<file path="config.mk">
export PLATFORM = sky130hd
export DESIGN_NAME = glm_update_sequencer
export DESIGN_NICKNAME = d
export VERILOG_FILES = /design/src/rtl/glm_seq_pkg.sv /design/src/rtl/glm_seq_partition_iter.sv /design/src/rtl/glm_update_sequencer.sv
export SDC_FILE = /design/constraint.sdc
export NUM_CORES = 1
export LEC_CHECK = 0
export CAP_MARGIN = 10
export CORE_AREA = 5 5 141 143
export CTS_CLUSTER_DIAMETER = 50
export DETAILED_ROUTE_END_ITERATION = 12
export DIE_AREA = 0 0 146 148
export GPL_ROUTABILITY_DRIVEN = 0
export PLACE_DENSITY = 0.95
export SETUP_SLACK_MARGIN = 0.05
export SLEW_MARGIN = 40
export SYNTH_ARGS = -nofsm -noshare
export SYNTH_HDL_FRONTEND = slang
export SYNTH_SLANG_ARGS = --single-unit
</file>
<file path="constraint.sdc">
create_clock -name clk -period 11.47 [get_ports clk]
set_clock_uncertainty 0.15 [all_clocks]
set_input_delay 2.8675 -clock clk [delete_from_list [all_inputs] [get_ports clk]]
set_output_delay 2.8675 -clock clk [all_outputs]
set_load 0.005 [all_outputs]
</file>
<file path="src/rtl/glm_seq_pkg.sv">
// Shared types and register-map constants for the GLM update sequencer.
package glm_seq_pkg;

  typedef enum logic [2:0] {
    IDLE,
    ISSUE,
    WAIT,
    ADVANCE,
    FINISH
  } t_seqstate;

  localparam int REG_MODEL_IDX    = 3;
  localparam int REG_FLAGS_IDX    = 4;
  localparam int FLAG_FORWARD_BIT = 0;
  localparam int NUM_REGS         = 5;
  localparam int LINE_W           = 16;

  function automatic logic [LINE_W-1:0] min_lines(input logic [LINE_W-1:0] a,
                                                  input logic [LINE_W-1:0] b);
    return (a < b) ? a : b;
  endfunction

endpackage

</file>
<file path="src/rtl/glm_seq_partition_iter.sv">
// Walks (sample, line) positions of a minibatch command in partition-sized steps
// and reports the current partition length and last-op flags.
module glm_seq_partition_iter
  import glm_seq_pkg::*;
#(
  parameter int CNT_W = 16
) (
  input  logic              clk,
  input  logic              resetn,
  input  logic              clear,
  input  logic              advance,
  input  logic [CNT_W-1:0]  num_samples,
  input  logic [LINE_W-1:0] model_length,
  input  logic [LINE_W-1:0] part_lines,
  output logic [LINE_W-1:0] line_idx,
  output logic [LINE_W-1:0] len,
  output logic              last_sample,
  output logic              last_op
);

  logic [CNT_W-1:0]  sample_idx;
  logic [LINE_W-1:0] line_nxt;
  logic              line_wrap;

  // len never exceeds the remaining lines, so line_nxt cannot overflow
  assign len         = min_lines(part_lines, model_length - line_idx);
  assign line_nxt    = line_idx + len;
  assign line_wrap   = (line_nxt == model_length);
  assign last_sample = (sample_idx == num_samples - CNT_W'(1));
  assign last_op     = line_wrap && last_sample;

  always_ff @(posedge clk or negedge resetn) begin
    if (!resetn) begin
      line_idx   <= '0;
      sample_idx <= '0;
    end else if (clear) begin
      line_idx   <= '0;
      sample_idx <= '0;
    end else if (advance) begin
      if (line_wrap) begin
        line_idx   <= '0;
        sample_idx <= sample_idx + CNT_W'(1);
      end else begin
        line_idx <= line_nxt;
      end
    end
  end

endmodule

</file>
<file path="src/rtl/glm_update_sequencer.sv">
// Minibatch sequencer for the GLM update engine: one op per (sample, partition).
// Optional perf counters are built only when GLM_SEQ_PERF_EN is defined.
//
// state   | meaning
// IDLE    | waiting for a command, cmd_ready high
// ISSUE   | pulse upd_start (or skip straight to FINISH for an empty command)
// WAIT    | op outstanding, upd_regs held until upd_done
// ADVANCE | step partition/sample, decide next op or finish
// FINISH  | one-cycle seq_done, back to IDLE
module glm_update_sequencer
  import glm_seq_pkg::*;
#(
  parameter int PART_LINES = 64,
  parameter int CNT_W      = 16
) (
  input  logic                         clk,
  input  logic                         resetn,
  input  logic                         cmd_valid,
  output logic                         cmd_ready,
  input  logic [CNT_W-1:0]             cmd_num_samples,
  input  logic [15:0]                  cmd_model_offset,
  input  logic [15:0]                  cmd_model_length,
  input  logic [15:0]                  cmd_part_lines,
  input  logic                         cmd_forward_en,
  input  logic                         abort,
  output logic                         upd_start,
  output logic [NUM_REGS-1:0][31:0]    upd_regs,
  input  logic                         upd_done,
  output logic                         seq_done,
  output logic                         seq_aborted,
  output logic                         busy,
  output logic                         err_spurious_done,
  output logic [31:0]                  perf_ops,
  output logic [31:0]                  perf_busy_cycles
);

  t_seqstate         state, state_nxt;
  logic [CNT_W-1:0]  num_samples_q;
  logic [15:0]       offset_q, length_q, part_q;
  logic              forward_q, abort_q, init_done;
  logic              accept, degenerate, iter_advance, regs_live;
  logic [15:0]       line_idx, len;
  logic              last_sample, last_op;

  assign accept     = cmd_valid && cmd_ready;
  assign busy       = (state != IDLE);
  assign cmd_ready  = (state == IDLE) && init_done;
  assign degenerate = (num_samples_q == '0) || (length_q == '0);

  always_ff @(posedge clk or negedge resetn) begin
    if (!resetn) begin
      num_samples_q <= '0;
      offset_q      <= '0;
      length_q      <= '0;
      part_q        <= '0;
      forward_q     <= 1'b0;
    end else if (accept) begin
      num_samples_q <= cmd_num_samples;
      offset_q      <= cmd_model_offset;
      length_q      <= cmd_model_length;
      part_q        <= (cmd_part_lines == '0) ? 16'(PART_LINES) : cmd_part_lines;
      forward_q     <= cmd_forward_en;
    end
  end

  // cmd_ready stays low until the first cycle after reset release
  always_ff @(posedge clk or negedge resetn) begin
    if (!resetn) init_done <= 1'b0;
    else         init_done <= 1'b1;
  end

  always_ff @(posedge clk or negedge resetn) begin
    if (!resetn) begin
      abort_q           <= 1'b0;
      err_spurious_done <= 1'b0;
    end else begin
      if (accept || state == FINISH) abort_q <= 1'b0;
      else if (busy && abort)        abort_q <= 1'b1;
      if (accept)                    err_spurious_done <= 1'b0;
      if (upd_done && state != WAIT) err_spurious_done <= 1'b1;
    end
  end

  always_ff @(posedge clk or negedge resetn) begin
    if (!resetn) state <= IDLE;
    else         state <= state_nxt;
  end

  always_comb begin
    state_nxt    = state;
    upd_start    = 1'b0;
    seq_done     = 1'b0;
    seq_aborted  = 1'b0;
    iter_advance = 1'b0;
    case (state)
      IDLE:    if (accept) state_nxt = ISSUE;
      ISSUE: begin
        if (degenerate) begin
          state_nxt = FINISH;
        end else begin
          upd_start = 1'b1;
          state_nxt = WAIT;
        end
      end
      WAIT:    if (upd_done) state_nxt = ADVANCE;
      ADVANCE: begin
        iter_advance = 1'b1;
        state_nxt    = (abort_q || last_op) ? FINISH : ISSUE;
      end
      FINISH: begin
        seq_done    = 1'b1;
        seq_aborted = abort_q;
        state_nxt   = IDLE;
      end
      default: state_nxt = IDLE;
    endcase
  end

  // regs are only driven while an op is being presented or is outstanding
  assign regs_live = upd_start || (state == WAIT);

  always_comb begin
    upd_regs = '0;
    if (regs_live) begin
      upd_regs[REG_MODEL_IDX]                   = {len, offset_q + line_idx};
      upd_regs[REG_FLAGS_IDX][FLAG_FORWARD_BIT] = forward_q && last_sample;
    end
  end

  glm_seq_partition_iter #(.CNT_W(CNT_W)) u_iter (
    .clk          (clk),
    .resetn       (resetn),
    .clear        (accept),
    .advance      (iter_advance),
    .num_samples  (num_samples_q),
    .model_length (length_q),
    .part_lines   (part_q),
    .line_idx     (line_idx),
    .len          (len),
    .last_sample  (last_sample),
    .last_op      (last_op)
  );

`ifdef GLM_SEQ_PERF_EN
  always_ff @(posedge clk or negedge resetn) begin
    if (!resetn) begin
      perf_ops         <= '0;
      perf_busy_cycles <= '0;
    end else if (accept) begin
      perf_ops         <= '0;
      perf_busy_cycles <= '0;
    end else begin
      if (upd_start) perf_ops         <= perf_ops + 32'd1;
      if (busy)      perf_busy_cycles <= perf_busy_cycles + 32'd1;
    end
  end
`else
  assign perf_ops         = '0;
  assign perf_busy_cycles = '0;
`endif

endmodule

</file>
==> run metrics <==
outcome=complete, no violations; synthesized cell area=9360 µm²; hold_sp=err_spurious_done$_DFFE_PN0P_; Setup violations, final=0; main combinational cell family by area after synthesis=simple AND/OR/NAND/NOR gates; ANT nets after route=0; unrepaired setup endpoints after global routing=no; Top delay family on crit path=compound AO/OA/AOI/OAI gates; crit end category=flip-flop; simple-gate share of the synthesized area=0.215; Vias per Instance=5.39; Post-synth EDFFs=0; initial antenna violation count=1; Worst-path clk slew=0.08 ns; # hold bufs at CTS=0; Worst-Margin Slew=0.858 ns; hpwl dp=18400 µm; Yosys top cell by area=dfrtp_1; Slew HR=0.426; Clk Latency, worst-skew pair=0.36 ns; crit start category=flip-flop; CTS tree=done; Die H=148 µm; r2r setup slk=2.56 ns; count of input and output buffers=108; syn avg cell area=7.99 µm²; fillcell total=1608; total CTS buffers=9; ranking of synthesized cells by area=dfrtp_1 (28%), buf_4 (15%), nand2_1 (9.3%); Max stage delay on crit path=0.60 ns; CP Max Fanout=17; Synth top area share=0.275; FF+latch area=2580 µm²; Syn Inst Count=1171; reg2reg start=length_q[0]$_DFFE_PN0P_; YS warnings=0; reg2reg end=u_iter.sample_idx[5]$_DFFE_PN0P_; WP data required=11.60 ns; drt drc=0; Arr. time, crit path=9.05 ns; slowest cell on the critical path=a211oi_1; Primary FF master, synth=dfrtp_1; area delta synth->final=9.34%; post-synthesis compound-gate area fraction=0.139; Post-CTS Resized=0; pin count of the biggest net entering global routing=71; number of global-route vias before repair=7668; mux share of post-synthesis cell area=0.0166; Wirelength per Cell=15.8 µm; max-slew violations=0; # diodes=0; CTS root buf=clkbuf_16; Final Hold Viols=0; adder and majority gate portion of the synthesized area=0.0933; Setup TNS=0 ns; WHS Endpoint=err_spurious_done$_DFFE_PN0P_; first-pass GRT wire length=37500 µm; Rows=50; core area=18500 µm²; maxcap violations=0; FMAX=0.112 GHz; via count=8069; DRT iter0 DRCs=618; Min-Delay Path Class=reg2reg; XOR/XNOR Fraction of Synth Area=0.0707; Yosys reg bits=103; Setup CP Type=reg2reg; post-layout minimum cycle time=8.91 ns; CP dominant cell by count=a21oi_1; sequential area share after synthesis=0.275; die width=146 µm; CTS sink count=103; GRT Total Usage=0.210; Starting Density=0.507; CTS max path bufs=2; worst path buffer plus inverter count=4; final net count=1397; Routed Wire Length=23600 µm; Hold Path Stages=2; Async SR Flop Fraction=1.00; first drt pass iteration count=5; cells on worst reg2reg path=33; die footprint=21600 µm²; multi-input combinational cell area=5730 µm²; GRT overflow=0; # IOs=300; post-CTS setup buffer count=0; Netlist cell types=66; layout cells sized above 1=0.0380; H-tree depth=3; crit share post-route=0.777
-- stage by stage --
stage | instances | hold slack, ns | instance area, µm² | util | worst slack (ns)
floorplan | 1361 | 0.302 | 10100 | - | 4.19
global placement | 1481 | 0.305 | 9910 | 0.537 | 2.94
detailed placement | 1482 | 0.318 | 9920 | 0.538 | 2.81
CTS | 1498 | 0.336 | 10200 | 0.555 | 2.72
global route | 1498 | 0.366 | 10200 | 0.555 | 1.93
finish | 1498 | 0.331 | 10200 | 0.555 | 2.56
-- worst max-delay path by stage --
stage                                  startpoint  depth (start not counted)                                to
after global routing      length_q[0]$_DFFE_PN0P_                         33  u_iter.sample_idx[5]$_DFFE_PN0P_
after detailed placement  length_q[0]$_DFFE_PN0P_                         33  u_iter.sample_idx[5]$_DFFE_PN0P_
final                     length_q[0]$_DFFE_PN0P_                         33  u_iter.sample_idx[5]$_DFFE_PN0P_
after floorplan           length_q[0]$_DFFE_PN0P_                         33  u_iter.sample_idx[8]$_DFFE_PN0P_
after global placement    length_q[0]$_DFFE_PN0P_                         32  u_iter.sample_idx[5]$_DFFE_PN0P_
after CTS                 length_q[0]$_DFFE_PN0P_                         33  u_iter.sample_idx[5]$_DFFE_PN0P_
-- kinds of logic (layout without fill, tap and decap cells) --
| group | after synthesis | in the layout |
|---|---|---|
| fa+ha+maj | 68 | 68 |
| flops | 103 | 103 |
| compound gates | 198 | 198 |
| xor+xnor | 74 | 74 |
| mux | 14 | 14 |
| buf+inv | 278 | 181 |
| other cells | 2 | 192 |
| simple gates | 434 | 434 |
-- routing by layer --
metal	wire length [µm]	global-route usage
met5	13	0
met4	825	0.0861
met3	2100	0.0457
met2	10900	0.343
met1	9820	0.273
-- layout by cell type (no fill, tap or decap), types with 11 or more instances in the layout --
cell type,instances
dfrtp_1,103
and2_1,22
or4_1,13
nor2_1,51
nand2_1,232
nand3_1,23
xor2_1,30
a21oi_1,44
clkdlybuf4s50_1,107
o211ai_1,13
nand4_1,11
mux2_2,12
xnor2_1,43
or3_1,11
o21ai_0,46
inv_1,51
ha_1,65
a21o_1,12
nor3_1,20
conb_1,192
-- sequential cells by signal (all words and copies together), names as in the netlist --
register / flops
u_iter.line_idx: 16
err_spurious_done: 1
offset_q: 16
forward_q: 1
part_q: 16
num_samples_q: 16
init_done: 1
length_q: 16
u_iter.sample_idx: 16
state: 3
abort_q: 1
-- Yosys cell counts (8+ instances only) --
cell,n
or4_1,13
clkbuf_1,30
dfrtp_1,103
inv_1,51
and2_1,22
nor4_1,10
nand4_1,11
mux2_2,12
ha_1,65
nor2_1,51
a211oi_1,10
a21o_1,12
buf_4,192
xor2_1,30
nor2b_1,8
nor3_1,20
o21ai_0,46
a31oi_1,10
o21a_1,8
nand2_1,233
a21oi_1,44
nand3_1,23
xnor2_1,43
or3_1,11
o211ai_1,13
-- layout make-up --
| class | count | area share |
|---|---|---|
| multi-input cells | 980 | 0.560 |
| flip-flops and latches | 103 | 0.252 |
| repair buffers | 114 | 0.110 |
| well taps | 234 | 0.0286 |
| clock buffers | 9 | 0.0220 |
| inverters | 51 | 0.0187 |
| clock inverters | 7 | 0.00856 |
-- worst reg2reg max path: cells and delay by family, from the launching register on --
family / cells / cell delay [ns]
compound gates: 13 / 3.32
flops: 1 / 0.41
simple gates: 10 / 2.45
fa+ha+maj: 5 / 1.53
xor+xnor: 1 / 0.24
buf+inv: 4 / 0.74
Power is left out: the tool's default activity adds up to more than one toggle a clock period on the data nets, which glitch-free logic cannot reach.
